File: src/rtl/unidad_control_if.sv
// Sequencer <-> ROM/datapath bus: instruction fetch, flags in, control word out.
interface unidad_control_if #(
   parameter int PC_W = 4
);
   logic [11:0]     instr;
   logic [3:0]      flags;
   logic [PC_W-1:0] instr_addr;
   logic [15:0]     control;
   logic [3:0]      Constant_IN;
   logic            out_strobe;

   modport master (
      input  instr, flags,
      output instr_addr, control, Constant_IN, out_strobe
   );

   modport slave (
      output instr, flags,
      input  instr_addr, control, Constant_IN, out_strobe
   );
endinterface

File: src/rtl/unidad_control.sv
// Multicycle hardwired sequencer for unidad_procesadora: FETCH then EXEC per instruction.
//
// state   | meaning
// --------+-----------------------------------------------------------
// S_IDLE  | after reset, waiting for start; control word held at 0
// S_FETCH | ir <= ROM[pc], pc <= pc+1; control word 0
// S_EXEC  | control/constant decoded from ir; flags latched; jumps resolved
// S_HALT  | stopped after HALT opcode; start restarts from pc=0
module unidad_control #(
   parameter int         PC_W       = 4,
   parameter logic [3:0] ALU_ADD    = 4'b0000,
   parameter logic [3:0] ALU_SUB    = 4'b0001,
   parameter logic [3:0] ALU_AND    = 4'b0010,
   parameter logic [3:0] ALU_OR     = 4'b0011,
   parameter logic [3:0] ALU_PASS_A = 4'b0100,
   parameter logic [3:0] ALU_PASS_B = 4'b0101,
   parameter logic [1:0] SH_NONE    = 2'b00,
   parameter logic [1:0] SH_LEFT    = 2'b01,
   parameter logic [1:0] SH_RIGHT   = 2'b10
) (
   input  logic clk,
   input  logic rst_n,
   input  logic start,
   output logic busy,
   output logic halted,
   unidad_control_if.master bus
);

   typedef enum logic [1:0] {S_IDLE, S_FETCH, S_EXEC, S_HALT} state_t;

   state_t          state_q;
   logic [PC_W-1:0] pc_q;
   logic [11:0]     ir_q;
   logic            zf_q, cf_q;
   logic            busy_q, halted_q;

   logic [3:0] op;
   logic [1:0] rd, ra, rb;
   logic [3:0] imm;

   assign op  = ir_q[11:8];
   assign rd  = ir_q[7:6];
   assign ra  = ir_q[5:4];
   assign rb  = ir_q[3:2];
   assign imm = ir_q[3:0];

   logic [1:0] reg_a, reg_b, dest, sel_sh;
   logic       we, mb, mf, md, strobe;
   logic [3:0] sel_alu;
   logic       alu_op, take_jump;

   // Instruction decode; only meaningful while in EXEC.
   always_comb begin
      reg_a   = ra;
      reg_b   = rb;
      dest    = rd;
      we      = 1'b0;
      mb      = 1'b0;
      sel_alu = ALU_ADD;
      sel_sh  = SH_NONE;
      mf      = 1'b0;
      md      = 1'b0;
      strobe  = 1'b0;
      case (op)
         4'h0, 4'hE: begin
            reg_a = 2'b00;
            reg_b = 2'b00;
            dest  = 2'b00;
         end
         4'h1: begin we = 1'b1; sel_alu = ALU_ADD; end
         4'h2: begin we = 1'b1; sel_alu = ALU_SUB; end
         4'h3: begin we = 1'b1; sel_alu = ALU_AND; end
         4'h4: begin we = 1'b1; sel_alu = ALU_OR;  end
         4'h5: begin we = 1'b1; mb = 1'b1; sel_alu = ALU_ADD;    end
         4'h6: begin we = 1'b1; mb = 1'b1; sel_alu = ALU_PASS_B; end
         4'h7: begin we = 1'b1; md = 1'b1; end
         4'h8: begin
            reg_b   = ra;
            sel_alu = ALU_PASS_A;
            strobe  = 1'b1;
         end
         4'h9, 4'hA: begin
            we      = 1'b1;
            reg_b   = ra;
            sel_alu = ALU_PASS_B;
            mf      = 1'b1;
            sel_sh  = (op == 4'h9) ? SH_LEFT : SH_RIGHT;
         end
         default: ;
      endcase
   end

   // Branches test the flags latched by the last ALU op, never the live ones.
   always_comb begin
      alu_op    = (op >= 4'h1 && op <= 4'h5) || op == 4'h9 || op == 4'hA;
      take_jump = (op == 4'hB) || (op == 4'hC && zf_q) || (op == 4'hD && cf_q);
   end

   // Control word is gated by state so an async reset drops it (and we) at once.
   always_comb begin
      bus.instr_addr  = pc_q;
      bus.control     = '0;
      bus.Constant_IN = '0;
      bus.out_strobe  = 1'b0;
      if (state_q == S_EXEC) begin
         bus.control     = {reg_a, reg_b, dest, we, mb, sel_alu, sel_sh, mf, md};
         bus.Constant_IN = imm;
         bus.out_strobe  = strobe;
      end
   end

   assign busy   = busy_q;
   assign halted = halted_q;

   // Sequencer state, program counter, instruction and flag registers.
   always_ff @(posedge clk or negedge rst_n) begin
      if (!rst_n) begin
         state_q  <= S_IDLE;
         pc_q     <= '0;
         ir_q     <= '0;
         zf_q     <= 1'b0;
         cf_q     <= 1'b0;
         busy_q   <= 1'b0;
         halted_q <= 1'b0;
      end else begin
         case (state_q)
            S_IDLE, S_HALT: begin
               if (start) begin
                  state_q  <= S_FETCH;
                  pc_q     <= '0;
                  zf_q     <= 1'b0;
                  cf_q     <= 1'b0;
                  busy_q   <= 1'b1;
                  halted_q <= 1'b0;
               end
            end
            S_FETCH: begin
               ir_q    <= bus.instr;
               pc_q    <= pc_q + PC_W'(1);
               state_q <= S_EXEC;
            end
            S_EXEC: begin
               if (alu_op) begin
                  zf_q <= bus.flags[0];
                  cf_q <= bus.flags[1];
               end
               if (take_jump) pc_q <= PC_W'(imm);
               if (op == 4'hF) begin
                  state_q  <= S_HALT;
                  busy_q   <= 1'b0;
                  halted_q <= 1'b1;
               end else begin
                  state_q <= S_FETCH;
               end
            end
            default: state_q <= S_IDLE;
         endcase
      end
   end

endmodule

File: src/flat_wrapper.sv
// flat-port wrapper written by rule: the top's interface ports become plain ports
module unidad_control_flat 
#(
   parameter int         PC_W       = 4,
   parameter logic [3:0] ALU_ADD    = 4'b0000,
   parameter logic [3:0] ALU_SUB    = 4'b0001,
   parameter logic [3:0] ALU_AND    = 4'b0010,
   parameter logic [3:0] ALU_OR     = 4'b0011,
   parameter logic [3:0] ALU_PASS_A = 4'b0100,
   parameter logic [3:0] ALU_PASS_B = 4'b0101,
   parameter logic [1:0] SH_NONE    = 2'b00,
   parameter logic [1:0] SH_LEFT    = 2'b01,
   parameter logic [1:0] SH_RIGHT   = 2'b10
)
  (clk, rst_n, start, busy, halted, bus_instr, bus_flags, bus_instr_addr, bus_control, bus_Constant_IN, bus_out_strobe);
  unidad_control_if #(.PC_W(PC_W)) bus_i ();
  input  logic clk;
  input  logic rst_n;
  input  logic start;
  output logic busy;
  output logic halted;
  input wire logic [$bits(bus_i.instr)-1:0] bus_instr;
  input wire logic [$bits(bus_i.flags)-1:0] bus_flags;
  output wire logic [$bits(bus_i.instr_addr)-1:0] bus_instr_addr;
  output wire logic [$bits(bus_i.control)-1:0] bus_control;
  output wire logic [$bits(bus_i.Constant_IN)-1:0] bus_Constant_IN;
  output wire logic [$bits(bus_i.out_strobe)-1:0] bus_out_strobe;
  assign bus_i.instr = bus_instr;
  assign bus_i.flags = bus_flags;
  assign bus_instr_addr = bus_i.instr_addr;
  assign bus_control = bus_i.control;
  assign bus_Constant_IN = bus_i.Constant_IN;
  assign bus_out_strobe = bus_i.out_strobe;
  unidad_control #(.PC_W(PC_W), .ALU_ADD(ALU_ADD), .ALU_SUB(ALU_SUB), .ALU_AND(ALU_AND), .ALU_OR(ALU_OR), .ALU_PASS_A(ALU_PASS_A), .ALU_PASS_B(ALU_PASS_B), .SH_NONE(SH_NONE), .SH_LEFT(SH_LEFT), .SH_RIGHT(SH_RIGHT)) u_core (.clk(clk), .rst_n(rst_n), .start(start), .busy(busy), .halted(halted), .bus(bus_i));
endmodule
File: config.mk
export PLATFORM = sky130hd
export DESIGN_NAME = unidad_control_flat
export DESIGN_NICKNAME = d
export VERILOG_FILES = /design/src/rtl/unidad_control_if.sv /design/src/rtl/unidad_control.sv /design/src/flat_wrapper.sv
export SDC_FILE = /design/constraint.sdc
export NUM_CORES = 1
export LEC_CHECK = 0
export BUFFER_PORTS_ARGS = -buffer_cell sky130_fd_sc_hd__buf_2
export CORE_MARGIN = 2
export CORE_UTILIZATION = 30
export CTS_CLUSTER_SIZE = 12
export DETAILED_ROUTE_END_ITERATION = 12
export PLACE_DENSITY_LB_ADDON = 0.05
export SETUP_SLACK_MARGIN = 0.3
export SLEW_MARGIN = 0
export SYNTH_ARGS = -nofsm -noshare
export SYNTH_HDL_FRONTEND = slang
export SYNTH_SLANG_ARGS = --single-unit
File: constraint.sdc
create_clock -name clk -period 1.8 [get_ports clk]
set_input_delay 0.18 -clock clk [delete_from_list [all_inputs] [get_ports clk]]
set_output_delay 0.18 -clock clk [all_outputs]
set_load 0.005 [all_outputs]
==> impl_metrics.json <==
{
  "outcome": "completed",
  "ys_async_sr_fraction_pct": 100.0,
  "worst_path_dominant_cell_family": "flip-flops",
  "tritoncts": "built",
  "nNetsFinal": 244,
  "syn-num-nets": 171,
  "placeableCoreArea_um2": 4384,
  "clock_sinks": 22,
  "place_congestion": 0.7611,
  "place_ws_ns": 0.1465,
  "cp.required_ns": 1.62,
  "place.detailed.instances": 241,
  "postRouteWirelength_um": 3531,
  "netlist_area_um2": 1383,
  "crit_chain": "nand2b_4 -> a211o_1 -> a32oi_1 -> nor2b_1 -> buf_2",
  "areaGrowthSynthToFinish_pct": 54.30,
  "io-pin-count": 46,
  "mean_syn_cell_area_um2": 9.342,
  "holdCritPathClass": "input port to flip-flop",
  "critical_path_s_slowest_cell": "sky130_fd_sc_hd__dfrtp_2",
  "final_hold_viol_count": 0,
  "num_vias": 1307,
  "hpwlAfterDp_um": 2434,
  "iteration_count_of_the_initial_detailed_routing_pass": 4,
  "final_cells": 272,
  "die-area_um2": 5167,
  "final_report_setup_violation_count": 0,
  "yosys.cell_types.count": 41,
  "cp.buffers_inverters": 1,
  "drc": 0,
  "drv.max_cap_violation_count": 0,
  "mostFrequentLayoutCell": "sky130_fd_sc_hd__buf_2",
  "vias_in_the_first_global_route": 1270,
  "cts_root_buf": "sky130_fd_sc_hd__clkbuf_8",
  "cts_max_path_buffers": 2,
  "most-common-layout-cells": "40 x sky130_fd_sc_hd__buf_2, 21 x sky130_fd_sc_hd__buf_4, 18 x sky130_fd_sc_hd__dfrtp_1, 14 x sky130_fd_sc_hd__nand2_1, 14 x sky130_fd_sc_hd__buf_6",
  "port-buffer-count": 42,
  "layout.filler_cells": 426,
  "vias_per_cell": 4.805,
  "synthesis.instances": 148,
  "yosys_register_bits": 22,
  "leakagePower_nw": 1.032,
  "worst_setup_path_start_kind": "flip-flop",
  "critical_path.max_fanout": 6,
  "final_critical_path_setup_slack_ns": 0.1447,
  "clk_pin_slew_worst_paths_ns": 0.08,
  "slew-limit-headroom_pct": 66.43,
  "synth_enable_flop_cells": 0,
  "report.power.total_mw": 3.814,
  "synth_ff_type": "sky130_fd_sc_hd__dfrtp_1",
  "insertion_delay_ns": 0.26,
  "worst_setup_skew_after_layout_ns": 0.004555,
  "power_density_nw_per_um2": 1788,
  "maxSlewViolCount": 0,
  "placementRows": 24,
  "post_route_cells_drive_above_1_share_pct": 54.55,
  "cts_buffers": 3,
  "grt_antenna_before_repair": 0,
  "drt-wirelength-per-cell_um": 12.98,
  "peakVddDrop_v": 0.0006330,
  "grt_start_max_net_pins": 23,
  "worst-endpoint-arrival_ns": 1.48,
  "tightest_slew_ns": 0.5036,
  "yosys_warning_count": 0,
  "worst-setup-path-type": "flip-flop to output pin",
  "dr.first_iter.drc_count": 23,
  "grt_first_pass_wirelength_um": 5658,
  "synth.yosys.seq_area_share_pct": 39.82,
  "rsz_0062_raised_after_global_routing": "true",
  "finalCritPeriodShare_pct": 91.96,
  "postRouteAntennaNets": 0,
  "die_w_um": 71.89,
  "tns_ns": 0,
  "dieHeight_um": 71.89,
  "max_freq_ghz": 0.6041,
  "cts.htree.levels": 1,
  "grt_usage_pct": 13.69,
  "gr-total-overflow": 0,
  "timing.hold.ws_ns": 0.1274,
  "period_minus_slack_ns": 1.655,
  "worst_setup_path_end_kind": "output pin",
  "critPathMaxStageDelay_ns": 0.45,
  "num_antenna_cells": 0,
  "starting_density_pct": 31.54
}
==> flip-flops by register name (all words and copies together), names as in the netlist <==
| register | count |
|---|---|
| u_core.ir_q | 12 |
| u_core.bus.instr_addr | 4 |
| u_core.state_q | 2 |
| u_core.busy | 1 |
| u_core.cf_q | 1 |
| u_core.halted | 1 |
| u_core.zf_q | 1 |
==> cell type report <==
cell class | instances | area [µm²] | area share (%)
Timing Repair Buffer | 78 | 560.5 | 26.28
Inverter | 9 | 33.78 | 1.584
Tap cell | 52 | 65.06 | 3.050
Multi-Input combinational cell | 107 | 863.3 | 40.47
Clock buffer | 4 | 55.05 | 2.581
Sequential cell | 22 | 555.5 | 26.04
==> per-layer routing <==
metal	share of wire, %	routed length, µm	up-vias	GRT usage, %
li1	-	-	651	-
met1	42	1488	624	16.97
met2	53	1858	28	24.69
met3	4.2	150	4	1.969
met4	0.96	34	0	3.774
met5	0	0	-	0
==> Yosys cell counts, types with 2 or more instances <==
master	instances	area [µm²]
sky130_fd_sc_hd__dfrtp_1	22	550.5
sky130_fd_sc_hd__nor3_1	3	15.01
sky130_fd_sc_hd__buf_4	3	22.52
sky130_fd_sc_hd__buf_2	2	10.01
sky130_fd_sc_hd__o211ai_1	2	15.01
sky130_fd_sc_hd__o2bb2ai_1	4	35.03
sky130_fd_sc_hd__nor3b_1	3	22.52
sky130_fd_sc_hd__nand2_1	15	56.30
sky130_fd_sc_hd__nand2b_1	4	25.02
sky130_fd_sc_hd__nand4b_1	2	17.52
sky130_fd_sc_hd__a21oi_1	9	45.04
sky130_fd_sc_hd__and3_1	2	12.51
sky130_fd_sc_hd__nor2b_1	4	25.02
sky130_fd_sc_hd__o22ai_1	3	18.77
sky130_fd_sc_hd__nor2_1	13	48.80
sky130_fd_sc_hd__mux2i_1	2	20.02
sky130_fd_sc_hd__inv_1	9	33.78
sky130_fd_sc_hd__buf_6	3	33.78
sky130_fd_sc_hd__mux2_2	7	78.83
sky130_fd_sc_hd__ha_1	4	50.05
sky130_fd_sc_hd__o21ai_0	5	25.02
sky130_fd_sc_hd__a32oi_1	2	17.52
sky130_fd_sc_hd__nand3_1	2	10.01
sky130_fd_sc_hd__xnor2_1	2	17.52
sky130_fd_sc_hd__and2_1	5	31.28
==> logic make-up (layout without fill, tap and decap cells) <==
kind of cell,count (synthesis),after routing,share of synthesized area [%]
other,1,1,0.2712
flip-flops,22,22,39.82
buffers and inverters,19,91,7.872
AND/OR/NAND/NOR,59,59,22.62
adder cells (fa/ha/maj),4,4,3.620
multiplexers,9,9,7.150
XOR/XNOR,3,3,1.901
AO/OA/AOI/OAI,31,31,16.74
==> repair_timing <==
item / CTS / global route
pin swaps: 9 / 17
setup buffers: 13 / 12
gates cloned: 0 / 1
endpoints found under the hold margin: 22 / 0
endpoints found under the setup margin: 28 / 28
hold buffers: 1 / 0
gates resized for setup: 18 / 36
==> worst register-to-register path: cells and delay by family, from the launching register on <==
family	cells	cell delay, ns
AO/OA/AOI/OAI	3	0.59
flip-flops	1	0.44
buffers and inverters	3	0.38
AND/OR/NAND/NOR	1	0.12
==> report_power, final <==
part	internal, mW	total, mW	switching (mW)
combinational	1.36	2.50	1.14
clock	0.195	0.355	0.160
sequential	0.734	0.957	0.223
total	2.29	3.81	1.52
==> through the flow <==
step,cell area [µm²],util [%]
3_3_place_gp,1654,37.73
2_1_floorplan,1386,-
4_1_cts,1898,43.29
5_1_grt,2133,48.66
3_5_place_dp,1654,37.73
6_report,2133,48.66
==> path summary, 6_finish.rpt <==
path,startpoint,endpoint,slack (ns),cells after the start
setup / recovery,u_core.ir_q[8],bus_control[13],0.14,5
hold / removal,bus_instr[10],u_core.ir_q[10],0.13,3
setup reg to reg,u_core.ir_q[11],u_core.zf_q,0.18,7
hold reg to reg,u_core.halted,u_core.halted,0.52,1
max in group asynchronous,rst_n,u_core.ir_q[9],1.01,2
min in group asynchronous,rst_n,u_core.bus.instr_addr[0],0.42,2
No activity file was read; power rests on OpenSTA's default activity.
